<file path="src/rtl/wb_pkg.sv">
// Shared types for the writeback arbiter: register address width
// and the queued long-latency write request.
package wb_pkg;
  localparam int XLEN   = 32;
  localparam int REG_AW = 5;

  typedef struct packed {
    logic [REG_AW-1:0] wa;
    logic [XLEN-1:0]   wd;
  } wb_req_t;
endpackage

</file>
<file path="src/rtl/wb_arbiter_if.sv">
// Writeback arbiter bus: pipe and long-latency sources, issue/hazard
// queries, and the registered regfile write port.
interface wb_arbiter_if
  import wb_pkg::*;
#(
  parameter int XLEN  = 32,
  parameter int DEPTH = 4
);
  logic              pipe_we;
  logic [REG_AW-1:0] pipe_wa;
  logic [XLEN-1:0]   pipe_wd;
  logic              lu_valid;
  logic              lu_ready;
  logic [REG_AW-1:0] lu_wa;
  logic [XLEN-1:0]   lu_wd;
  logic              issue_valid;
  logic [REG_AW-1:0] issue_wa;
  logic [REG_AW-1:0] pend_ra1;
  logic [REG_AW-1:0] pend_ra2;
  logic              pend1;
  logic              pend2;
  logic              we3;
  logic [REG_AW-1:0] wa3;
  logic [XLEN-1:0]   wd3;
  logic [$clog2(DEPTH):0] fifo_count;

  modport master (
    output pipe_we, pipe_wa, pipe_wd,
    output lu_valid, lu_wa, lu_wd,
    output issue_valid, issue_wa,
    output pend_ra1, pend_ra2,
    input  lu_ready, pend1, pend2,
    input  we3, wa3, wd3, fifo_count
  );

  modport slave (
    input  pipe_we, pipe_wa, pipe_wd,
    input  lu_valid, lu_wa, lu_wd,
    input  issue_valid, issue_wa,
    input  pend_ra1, pend_ra2,
    output lu_ready, pend1, pend2,
    output we3, wa3, wd3, fifo_count
  );
endinterface

</file>
<file path="src/rtl/wb_fifo.sv">
// Synchronous FIFO with occupancy count and async active-high reset.
// Push when full and pop when empty are ignored.
module wb_fifo #(
  parameter int W     = 37,
  parameter int DEPTH = 4,
  localparam int AW   = $clog2(DEPTH)
) (
  input  logic         clk,
  input  logic         reset,
  input  logic         i_push,
  input  logic [W-1:0] i_din,
  input  logic         i_pop,
  output logic [W-1:0] o_dout,
  output logic         o_full,
  output logic         o_empty,
  output logic [AW:0]  o_count
);
  logic [W-1:0] r_mem [DEPTH];
  logic [AW-1:0] r_wp;
  logic [AW-1:0] r_rp;
  logic [AW:0]   r_cnt;
  logic          w_push;
  logic          w_pop;

  assign o_full  = (r_cnt == (AW+1)'(DEPTH));
  assign o_empty = (r_cnt == '0);
  assign o_count = r_cnt;
  assign o_dout  = r_mem[r_rp];
  assign w_push  = i_push && !o_full;
  assign w_pop   = i_pop && !o_empty;

  always_ff @(posedge clk) begin
    if (w_push) r_mem[r_wp] <= i_din;
  end

  always_ff @(posedge clk or posedge reset) begin
    if (reset) begin
      r_wp  <= '0;
      r_rp  <= '0;
      r_cnt <= '0;
    end else begin
      if (w_push) r_wp <= r_wp + 1'b1;
      if (w_pop)  r_rp <= r_rp + 1'b1;
      r_cnt <= r_cnt + (AW+1)'(w_push) - (AW+1)'(w_pop);
    end
  end
endmodule

</file>
<file path="src/rtl/wb_arbiter.sv">
// Writeback arbiter: pipe writes win, long-latency results queue in a
// FIFO, and a scoreboard tracks registers still owed a result.
module wb_arbiter
  import wb_pkg::*;
#(
  parameter int XLEN  = wb_pkg::XLEN,
  parameter int DEPTH = 4,
  parameter int NREG  = 32
) (
  input logic       clk,
  input logic       reset,
  wb_arbiter_if.slave bus
);
  localparam int CW = $clog2(DEPTH) + 1;

  wb_req_t           w_din;
  wb_req_t           w_head;
  logic              w_full;
  logic              w_empty;
  logic [CW-1:0]     w_count;
  logic              w_pipe_sel;
  logic              w_pop;
  logic              w_push;
  logic              w_we_nxt;
  logic [REG_AW-1:0] w_wa_nxt;
  logic [XLEN-1:0]   w_wd_nxt;
  logic [NREG-1:0]   w_pend_nxt;

  logic              r_we;
  logic [REG_AW-1:0] r_wa;
  logic [XLEN-1:0]   r_wd;
  logic [NREG-1:0]   r_pend;

  assign w_din      = '{wa: bus.lu_wa, wd: bus.lu_wd};
  assign w_pipe_sel = bus.pipe_we && (bus.pipe_wa != '0);
  assign w_pop      = !w_pipe_sel && !w_empty;
  // r0 results are consumed here so they never occupy a slot
  assign w_push     = bus.lu_valid && !w_full && (bus.lu_wa != '0);

  wb_fifo #(
    .W     ($bits(wb_req_t)),
    .DEPTH (DEPTH)
  ) u_fifo (
    .clk     (clk),
    .reset   (reset),
    .i_push  (w_push),
    .i_din   (w_din),
    .i_pop   (w_pop),
    .o_dout  (w_head),
    .o_full  (w_full),
    .o_empty (w_empty),
    .o_count (w_count)
  );

  always_comb begin
    w_we_nxt = 1'b0;
    w_wa_nxt = r_wa;
    w_wd_nxt = r_wd;
    unique case (1'b1)
      w_pipe_sel: begin
        w_we_nxt = 1'b1;
        w_wa_nxt = bus.pipe_wa;
        w_wd_nxt = bus.pipe_wd;
      end
      w_pop: begin
        w_we_nxt = 1'b1;
        w_wa_nxt = w_head.wa;
        w_wd_nxt = w_head.wd;
      end
      default: ;
    endcase
  end

  // a new issue to the same register outranks the drain of the old one
  always_comb begin
    w_pend_nxt = r_pend;
    if (w_pop) w_pend_nxt[w_head.wa] = 1'b0;
    if (bus.issue_valid && (bus.issue_wa != '0))
      w_pend_nxt[bus.issue_wa] = 1'b1;
    w_pend_nxt[0] = 1'b0;
  end

  always_ff @(posedge clk or posedge reset) begin
    if (reset) begin
      r_we   <= 1'b0;
      r_wa   <= '0;
      r_wd   <= '0;
      r_pend <= '0;
    end else begin
      r_we   <= w_we_nxt;
      r_wa   <= w_wa_nxt;
      r_wd   <= w_wd_nxt;
      r_pend <= w_pend_nxt;
    end
  end

  assign bus.lu_ready   = !w_full;
  assign bus.fifo_count = w_count;
  assign bus.we3        = r_we;
  assign bus.wa3        = r_wa;
  assign bus.wd3        = r_wd;
  assign bus.pend1      = r_pend[bus.pend_ra1];
  assign bus.pend2      = r_pend[bus.pend_ra2];
endmodule

</file>
<file path="src/flat_wrapper.sv">
// flat-port wrapper written by rule: the top's interface ports become plain ports
module wb_arbiter_flat import wb_pkg::*;
#(
  parameter int XLEN  = wb_pkg::XLEN,
  parameter int DEPTH = 4,
  parameter int NREG  = 32
)
  (clk, reset, bus_pipe_we, bus_pipe_wa, bus_pipe_wd, bus_lu_valid, bus_lu_wa, bus_lu_wd, bus_issue_valid, bus_issue_wa, bus_pend_ra1, bus_pend_ra2, bus_lu_ready, bus_pend1, bus_pend2, bus_we3, bus_wa3, bus_wd3, bus_fifo_count);
  wb_arbiter_if #(.XLEN(XLEN), .DEPTH(DEPTH)) bus_i ();
  input logic clk;
  input logic reset;
  input wire logic [$bits(bus_i.pipe_we)-1:0] bus_pipe_we;
  input wire logic [$bits(bus_i.pipe_wa)-1:0] bus_pipe_wa;
  input wire logic [$bits(bus_i.pipe_wd)-1:0] bus_pipe_wd;
  input wire logic [$bits(bus_i.lu_valid)-1:0] bus_lu_valid;
  input wire logic [$bits(bus_i.lu_wa)-1:0] bus_lu_wa;
  input wire logic [$bits(bus_i.lu_wd)-1:0] bus_lu_wd;
  input wire logic [$bits(bus_i.issue_valid)-1:0] bus_issue_valid;
  input wire logic [$bits(bus_i.issue_wa)-1:0] bus_issue_wa;
  input wire logic [$bits(bus_i.pend_ra1)-1:0] bus_pend_ra1;
  input wire logic [$bits(bus_i.pend_ra2)-1:0] bus_pend_ra2;
  output wire logic [$bits(bus_i.lu_ready)-1:0] bus_lu_ready;
  output wire logic [$bits(bus_i.pend1)-1:0] bus_pend1;
  output wire logic [$bits(bus_i.pend2)-1:0] bus_pend2;
  output wire logic [$bits(bus_i.we3)-1:0] bus_we3;
  output wire logic [$bits(bus_i.wa3)-1:0] bus_wa3;
  output wire logic [$bits(bus_i.wd3)-1:0] bus_wd3;
  output wire logic [$bits(bus_i.fifo_count)-1:0] bus_fifo_count;
  assign bus_i.pipe_we = bus_pipe_we;
  assign bus_i.pipe_wa = bus_pipe_wa;
  assign bus_i.pipe_wd = bus_pipe_wd;
  assign bus_i.lu_valid = bus_lu_valid;
  assign bus_i.lu_wa = bus_lu_wa;
  assign bus_i.lu_wd = bus_lu_wd;
  assign bus_i.issue_valid = bus_issue_valid;
  assign bus_i.issue_wa = bus_issue_wa;
  assign bus_i.pend_ra1 = bus_pend_ra1;
  assign bus_i.pend_ra2 = bus_pend_ra2;
  assign bus_lu_ready = bus_i.lu_ready;
  assign bus_pend1 = bus_i.pend1;
  assign bus_pend2 = bus_i.pend2;
  assign bus_we3 = bus_i.we3;
  assign bus_wa3 = bus_i.wa3;
  assign bus_wd3 = bus_i.wd3;
  assign bus_fifo_count = bus_i.fifo_count;
  wb_arbiter #(.XLEN(XLEN), .DEPTH(DEPTH), .NREG(NREG)) u_core (.clk(clk), .reset(reset), .bus(bus_i));
endmodule
</file>
<file path="config.mk">
export PLATFORM = sky130hd
export DESIGN_NAME = wb_arbiter_flat
export DESIGN_NICKNAME = d
export VERILOG_FILES = /design/src/rtl/wb_pkg.sv /design/src/rtl/wb_arbiter_if.sv /design/src/rtl/wb_fifo.sv /design/src/rtl/wb_arbiter.sv /design/src/flat_wrapper.sv
export SDC_FILE = /design/constraint.sdc
export NUM_CORES = 1
export LEC_CHECK = 0
export BUFFER_PORTS_ARGS = -buffer_cell sky130_fd_sc_hd__buf_2
export CORE_MARGIN = 2
export CORE_UTILIZATION = 35
export DETAILED_ROUTE_END_ITERATION = 7
export SLEW_MARGIN = 20
export SYNTH_ARGS = -nofsm -noshare
export SYNTH_HDL_FRONTEND = slang
export SYNTH_SLANG_ARGS = --single-unit
</file>
<file path="constraint.sdc">
create_clock -name clk -period 2.9 [get_ports clk]
set_input_delay 0.29 -clock clk [delete_from_list [all_inputs] [get_ports clk]]
set_output_delay 0.29 -clock clk [all_outputs]
set_load 0.03 [all_outputs]
</file>
==> results of run 1 <==
-- cells by family (layout without fill, tap and decap cells) --
logic type               after synthesis  in the layout  share of synthesized area
AND/OR/NAND/NOR                      149            149                     0.0806
buffers and inverters                 47            237                     0.0242
XOR/XNOR                               5              5                    0.00451
AO/OA/AOI/OAI                        107            107                     0.0623
adder cells (fa/ha/maj)                7              7                    0.00980
multiplexers                          91             91                      0.165
flip-flops                           224            224                      0.654
-- stage by stage --
step	power (mW)	cells	hold slack [ns]	setup slack, ns	util
floorplan	7.65	630	0.389	0.389	-
global placement	8.80	1112	0.379	0.617	0.397
detailed placement	8.86	1112	0.381	0.591	0.397
CTS	11.9	1191	0.000745	0.293	0.438
global route	12.4	1192	0.0116	0.214	0.439
finish	11.8	1192	0.0171	0.307	0.439
-- how the worst max path moves through the flow --
stage	startpoint	cells past startpoint	slack, ns	endpoint
after global placement	bus_lu_wa[1]	9	0.62	u_core.u_fifo.o_count[2]$_DFF_PP0_
after CTS	u_core.r_pend[10]$_DFF_PP0_	5	0.29	bus_pend2
final	u_core.r_pend[6]$_DFF_PP0_	5	0.31	bus_pend2
after detailed placement	bus_lu_wa[1]	8	0.59	u_core.u_fifo.o_count[1]$_DFF_PP0_
after global routing	u_core.r_pend[6]$_DFF_PP0_	5	0.21	bus_pend2
after floorplan	u_core.u_fifo.o_count[1]$_DFF_PP0_	4	0.39	u_core.u_fifo.r_mem[0][0]$_DFFE_PP_
-- placed cells by master (no fill, tap or decap), drive strengths merged, types with 11 or more instances in the layout --
cell type / synthesis / routed
mux4: 51 / 51
edfxtp: 148 / 148
nor2: 77 / 77
clkbuf: 17 / 32
dfrtp: 76 / 76
buf: 20 / 148
clkinv: 0 / 11
nor3: 14 / 14
dlygate4sd3: 0 / 34
mux2i: 35 / 35
a21oi: 76 / 76
-- final cells by class --
class,count,area (µm²),share of cell area
Clock buffer,32,652,0.0548
Clock inverter,13,118,0.00988
Tap cell,372,465,0.0391
Multi-Input combinational cell,359,3130,0.263
Sequential cell,224,6350,0.533
Timing Repair Buffer,182,1150,0.0963
Inverter,10,38.8,0.00326
-- sequential cells by signal, indices dropped and copies added (netlist names) --
name                   cells
u_core.bus.wd3            32
u_core.r_pend             31
u_core.u_fifo.r_wp         2
u_core.u_fifo.r_rp         2
u_core.u_fifo.r_mem      148
u_core.bus.wa3             5
u_core.bus.we3             1
u_core.u_fifo.o_count      3
-- what timing repair did --
item | 4_1_cts | 5_1_grt
endpoints found under the hold margin | 159 | 0
buffers inserted | 0 | 0
resized for setup | 0 | 0
hold buffers | 34 | 0
-- where the power goes --
part / internal (mW) / switching, mW / leakage (nW) / total (mW)
combinational: 1.66 / 2.30 / 2.04 / 3.96
clock: 1.76 / 1.22 / 0.379 / 2.98
sequential: 4.34 / 0.476 / 2.24 / 4.82
-- metal layers --
layer	track usage	wire (µm)	vias to the layer above	share of wire
li1	-	-	2792	-
met1	0.215	9830	2961	0.45
met2	0.242	10200	227	0.46
met3	0.0333	1550	28	0.071
met4	0.0412	401	0	0.018
met5	0	0	-	0
==> summary.md, run 1 <==
| Metric | Value |
|---|---|
| Status | completed |
| Largest net degree at the start of global routing | 74 |
| Crit path max-delay cell type | or4_1 |
| Io pins | 138 |
| Design area | 11,900 µm² |
| Starting Density | 0.358 |
| Vias | 6,008 |
| R2R setup slack | 0.65 ns |
| Leading area contributor after synthesis | edfxtp_1 |
| Fill count | 2,487 |
| Hold Path Stages | 1 |
| Final setup fails | 0 |
| Syn nets | 731 |
| Routed Antenna Nets | 0 |
| Post-route DRC | 0 |
| Cell family with most CP delay | simple AND/OR/NAND/NOR gates |
| Pwr/cell area | 988 nW/µm² |
| All-Layer GR Usage | 0.153 |
| CTS Sinks | 224 |
| Worst slew pin tran | 1.03 ns |
| Iter 0 DRT Violations | 419 |
| Biggest fanout along the worst timing path | 3 |
| Max-slew violation count | 0 |
| Worst EP arrival | 2.30 ns |
| Top cells by area, synth | edfxtp_1 (46%), dfrtp_1 (20%), mux4_2 (9.0%) |
| Clock Path Buffers | 3 |
| Synth Register Bits | 224 |
| Ant. Diodes | 0 |
| CTS tree | built |
| Avg Cell Area, Syn | 15.4 µm² |
| Number of synthesized flops with an enable pin | 148 |
| DRT Pass-1 Iters | 7 |
| Register-to-Register Path Depth | 8 |
| CTS buffer count | 25 |
| Min Tclk post-route | 2.59 ns |
| Core area | 27,100 µm² |
| Fin crit share | 0.894 |
| Worst setup SP type | register |
| Register area share after synthesis | 0.654 |
| Clk_skew | 0.00824 ns |
| Min-delay src | bus_lu_wd[17] |
| Die X | 171 µm |
| Max-capacitance violation count | 0 |
| Worst-Skew Late Latency | 0.51 ns |
| Wire per inst | 18.5 µm |
| RSZ-0062 raised after global routing | false |
| Vias in the first global route | 6,119 |
| Syn. warnings | 0 |
| Initial antenna violation count | 0 |
| Distinct cells, synth | 50 |
| Critical Path End Type | output pin |
| CP Buf/Inv Count | 2 |
| Maximum VDD drop | 0.000526 V |
| Area grow syn2layout | 22.6% |
| DIE AREA | 29,100 µm² |
| Cell Area, Synth | 9710 µm² |
| Relative slew slack | 0.313 |
| FP Rows | 60 |
| Cell Chain, Critical Path | mux4_1, inv_1, a2111oi_0, or4_1, buf_2 |
| Layout cells sized above 1 | 0.295 |
| Placement Cell Area | 10,800 µm² |
| Clock root buffer | clkbuf_16 |
| Ys flop type | edfxtp_1 |
| Count leader, synth | edfxtp_1 |
| Post-synth top area share | 0.458 |
| WHS Endpoint | u_core.u_fifo.r_mem[2][17]$_DFFE_PP_ |
| Leakage power | 4.66 nW |
| Avg Vias per Cell | 5.04 |
| Buffers on Ports | 137 |
| Required @ worst endpoint | 2.61 ns |
| Synth top cells by count | edfxtp_1 (148), nor2_1 (77), a21oi_1 (76), dfrtp_1 (76), mux4_2 (39) |
| Clock slew at reported path FFs | 0.06 ns |
| R2R Path Start | u_core.u_fifo.o_count[1]$_DFF_PP0_ |
| Synth async-reset ratio | 0.339 |
| Mapped Cells | 630 |
| Setup TNS | 0 ns |
| Routed WL | 22.0 mm |
| H-tree levels | 1 |
| Worst Setup Path Type | reg2out |
| Max Fclk | 0.386 GHz |
| Min-delay worst type | in2reg |
| Crit-path max cell delay | 0.53 ns |
| First-pass GRT wire length | 34.5 mm |
| Chip height | 171 µm |
| Worst reg2reg endpoint | u_core.u_fifo.o_count[2]$_DFF_PP0_ |
| Final hold violation count | 0 |
| Post-detail-place hpwl | 14.2 mm |
| Gpl congestion | 0.865 |
| Nets | 903 |
| Grt total ovfl | 0 |
Note: power is estimated with default switching activity, not from simulation.
==> run 2, diff against run 1 <==
--- a/config.mk
+++ b/config.mk
@@ -6,9 +6,11 @@
 export NUM_CORES = 1
 export LEC_CHECK = 0
 export BUFFER_PORTS_ARGS = -buffer_cell sky130_fd_sc_hd__buf_2
-export CORE_MARGIN = 2
+export CELL_PAD_IN_SITES_DETAIL_PLACEMENT = 0
+export CELL_PAD_IN_SITES_GLOBAL_PLACEMENT = 1
 export CORE_UTILIZATION = 35
 export DETAILED_ROUTE_END_ITERATION = 7
+export PLACE_DENSITY_LB_ADDON = 0.1
 export SLEW_MARGIN = 20
 export SYNTH_ARGS = -nofsm -noshare
 export SYNTH_HDL_FRONTEND = slang
==> run 2 against run 1 <==
Compared with the run above: worst setup slack got worse by 0.0038 ns; worst hold slack improved by 0.0019 ns; wire length rose by 5.6%; cell area rose by 1.6%; clock power rose by 6.7%; clock skew rose by 0.0033 ns; critical path type unchanged; critical endpoint unchanged; highest routed layer unchanged.
==> summary.md, run 2 (synthesized netlist as in run 1, its figures left out) <==
| Metric | Value |
|---|---|
| Status | completed |
| Min-delay worst type | in2reg |
| Fill count | 2,466 (-0.84%) |
| R2R setup slack | 0.55 ns (-0.10 ns) |
| Post-cts gate resize count | 0 (unchanged) |
| Max Fclk | 0.385 GHz (-0.15%) |
| DRT Pass-1 Iters | 4 (-3) |
| Vias | 6,061 (+0.88%) |
| Worst Setup Path Type | reg2out |
| Pre-CTS setup slack | 0.545 ns (-0.0458 ns) |
| Chip height | 169 µm (-1.2%) |
| P_int | 7.94 mW (+2.2%) |
| R2R Path Start | u_core.u_fifo.o_count[1]$_DFF_PP0_ |
| Grt total ovfl | 0 (unchanged) |
| Post-cts hold buffer count | 51 (+50%) |
| Hold Worst Slack | 0.0190 ns (+0.00192 ns) |
| Io pins | 138 (unchanged) |
| Max layer used | met4 |
| Part of the power in the clock network | 0.266 (+0.013) |
| Critical Path End Type | output pin |
| Avg Vias per Cell | 5.01 (-0.54%) |
| Nets | 918 (+1.7%) |
| Worst reg2reg endpoint | u_core.u_fifo.o_count[2]$_DFF_PP0_ |
| Biggest fanout along the worst timing path | 3 (unchanged) |
| WHS Endpoint | u_core.bus.wd3[14]$_DFFE_PP0P_ |
| Final setup fails | 0 (unchanged) |
| Worst setup SP type | register |
| Initial antenna violation count | 1 (+1) |
| Hold Path Stages | 3 (+2) |
| Post-detail-place hpwl | 15.3 mm (+7.4%) |
| CTS Sinks | 224 (unchanged) |
| Min-delay src | bus_pipe_wd[14] |
| Number of flip-flops in the largest register | 148 (unchanged) |
| Relative slew slack | 0.282 (-0.0302) |
| Clk_skew | 0.0116 ns (+0.00334 ns) |
| Routed WL | 23.2 mm (+5.6%) |
| Layout Cells excl Fill | 1,209 (+1.4%) |
| Final hold violation count | 0 (unchanged) |
| Power share of the sequential group | 0.406 (-0.004) |
| CTS buffer count | 25 (unchanged) |
| Maximum VDD drop | 0.000417 V (-21%) |
| Vias in the first global route | 6,328 (+3.4%) |
| Max-slew violation count | 0 (unchanged) |
| Switch Pwr | 4.03 mW (+0.80%) |
| Core area | 27,100 µm² (unchanged) |
| Most frequent cells in the layout | edfxtp_1 (148), buf_2 (137), nor2_1 (77) |
| Layout cells sized above 1 | 0.287 (-0.00804) |
| Die X | 169 µm (-1.2%) |
| Gpl congestion | 0.784 (-9.3%) |
| DP Cell Count | 1,111 (-0.090%) |
| Commonest non-fill, non-tap cell in the layout | edfxtp_1 |
| FP Rows | 60 (unchanged) |
| Fin crit share | 0.895 (+0.00132) |
| Placement Cell Area | 10,800 µm² (-0.19%) |
| CTS tree | built |
| Power Total | 12.0 mW (+1.7%) |
| Most flops, register | u_core.u_fifo.r_mem |
| Worst EP arrival | 2.31 ns (about the same) |
| Setup TNS | 0 ns (unchanged) |
| Required @ worst endpoint | 2.61 ns (about the same) |
| Max-capacitance violation count | 0 (unchanged) |
| RSZ-0062 raised after global routing | false |
| Starting Density | 0.358 (unchanged) |
| Wire per inst | 19.2 µm (+4.1%) |
| Area grow syn2layout | 24.6% |
| Logic pwr share | 0.328 (-0.009) |
| Leakage power | 4.74 nW (+1.7%) |
| Met3 wire length | 1.15 mm (-26%) |
| Switch share | 0.337 (-0.00317) |
| Metal-1 WL | 10.3 mm (+4.4%) |
| H-tree levels | 1 (unchanged) |
| Clock Path Buffers | 3 (unchanged) |
| Post-route DRC | 0 (unchanged) |
| Worst-Skew Late Latency | 0.53 ns (+0.02 ns) |
| Met2 wire len | 11.5 mm (+12%) |
| Clock slew at reported path FFs | 0.06 ns (about the same) |
| Pwr/cell area | 990 nW/µm² (+0.13%) |
| Worst slew pin tran | 1.08 ns (+0.0454 ns) |
| Final setup margin | 0.303 ns (-0.00384 ns) |
| Design area | 12,100 µm² (+1.6%) |
| Min Tclk post-route | 2.60 ns (+0.00384 ns) |
| Register-to-Register Path Depth | 8 (unchanged) |
| Routed Antenna Nets | 0 (unchanged) |
| Clock root buffer | clkbuf_16 |
| Iter 0 DRT Violations | 296 (-29%) |
| DIE AREA | 28,400 µm² (-2.3%) |
| Buffers on Ports | 137 (unchanged) |
| Post-CTS Setup Inserts | 0 (unchanged) |
| Final core utilization | 0.446 (+0.00711) |
| First-pass GRT wire length | 36.4 mm (+5.5%) |
| Largest net degree at the start of global routing | 43 (-42%) |
| All-Layer GR Usage | 0.168 (+0.0147) |
-- run 2: layer usage --
metal / track usage / up-vias
met1: 0.227 / 3051
met2: 0.285 / 165
met3: 0.0278 / 34
li1: - / 2811
met5: 0 / -
met4: 0.0372 / 0
-- run 2: worst max-delay path: stages, from the launching register on --
cell and delay (ns):
dfrtp_1 0.41, mux4_1 0.51, inv_1 0.09, a2111oi_0 0.08
or4_1 0.51, buf_2 0.19
-- run 2: worst max path at each step --
stage | start | endpoint | slack (ns)
after global routing | u_core.r_pend[28]$_DFF_PP0_ | bus_pend2 | 0.22
after detailed placement | bus_lu_wa[1] | u_core.u_fifo.o_count[1]$_DFF_PP0_ | 0.54
after global placement | bus_lu_wa[1] | u_core.u_fifo.o_count[2]$_DFF_PP0_ | 0.60
after floorplan | u_core.u_fifo.o_count[1]$_DFF_PP0_ | u_core.u_fifo.r_mem[0][0]$_DFFE_PP_ | 0.39
after CTS | u_core.r_pend[4]$_DFF_PP0_ | bus_pend2 | 0.28
final | u_core.r_pend[4]$_DFF_PP0_ | bus_pend2 | 0.30
-- run 2: area by class of cell --
| class | instances | area (µm²) | share of cell area |
|---|---|---|---|
| antenna | 1 | 2.50 | 0.000207 |
| clock buffer | 36 | 687 | 0.0568 |
| clock inverter | 10 | 140 | 0.0116 |
| inverter | 10 | 38.8 | 0.00321 |
| multi-input combinational | 359 | 3130 | 0.259 |
| sequential | 224 | 6350 | 0.525 |
| tap | 372 | 465 | 0.0385 |
| timing repair buffer | 197 | 1280 | 0.106 |
-- run 2: power groups by stage --
stage / logic (mW) / registers [mW] / clock network (mW)
after CTS: 3.99 / 4.89 / 3.28
after floorplan: 2.53 / 5.13 / 0
after global routing: 4.29 / 4.98 / 3.39
final: 3.92 / 4.86 / 3.18
after detailed placement: 3.92 / 4.95 / 0
after global placement: 3.87 / 4.91 / 0
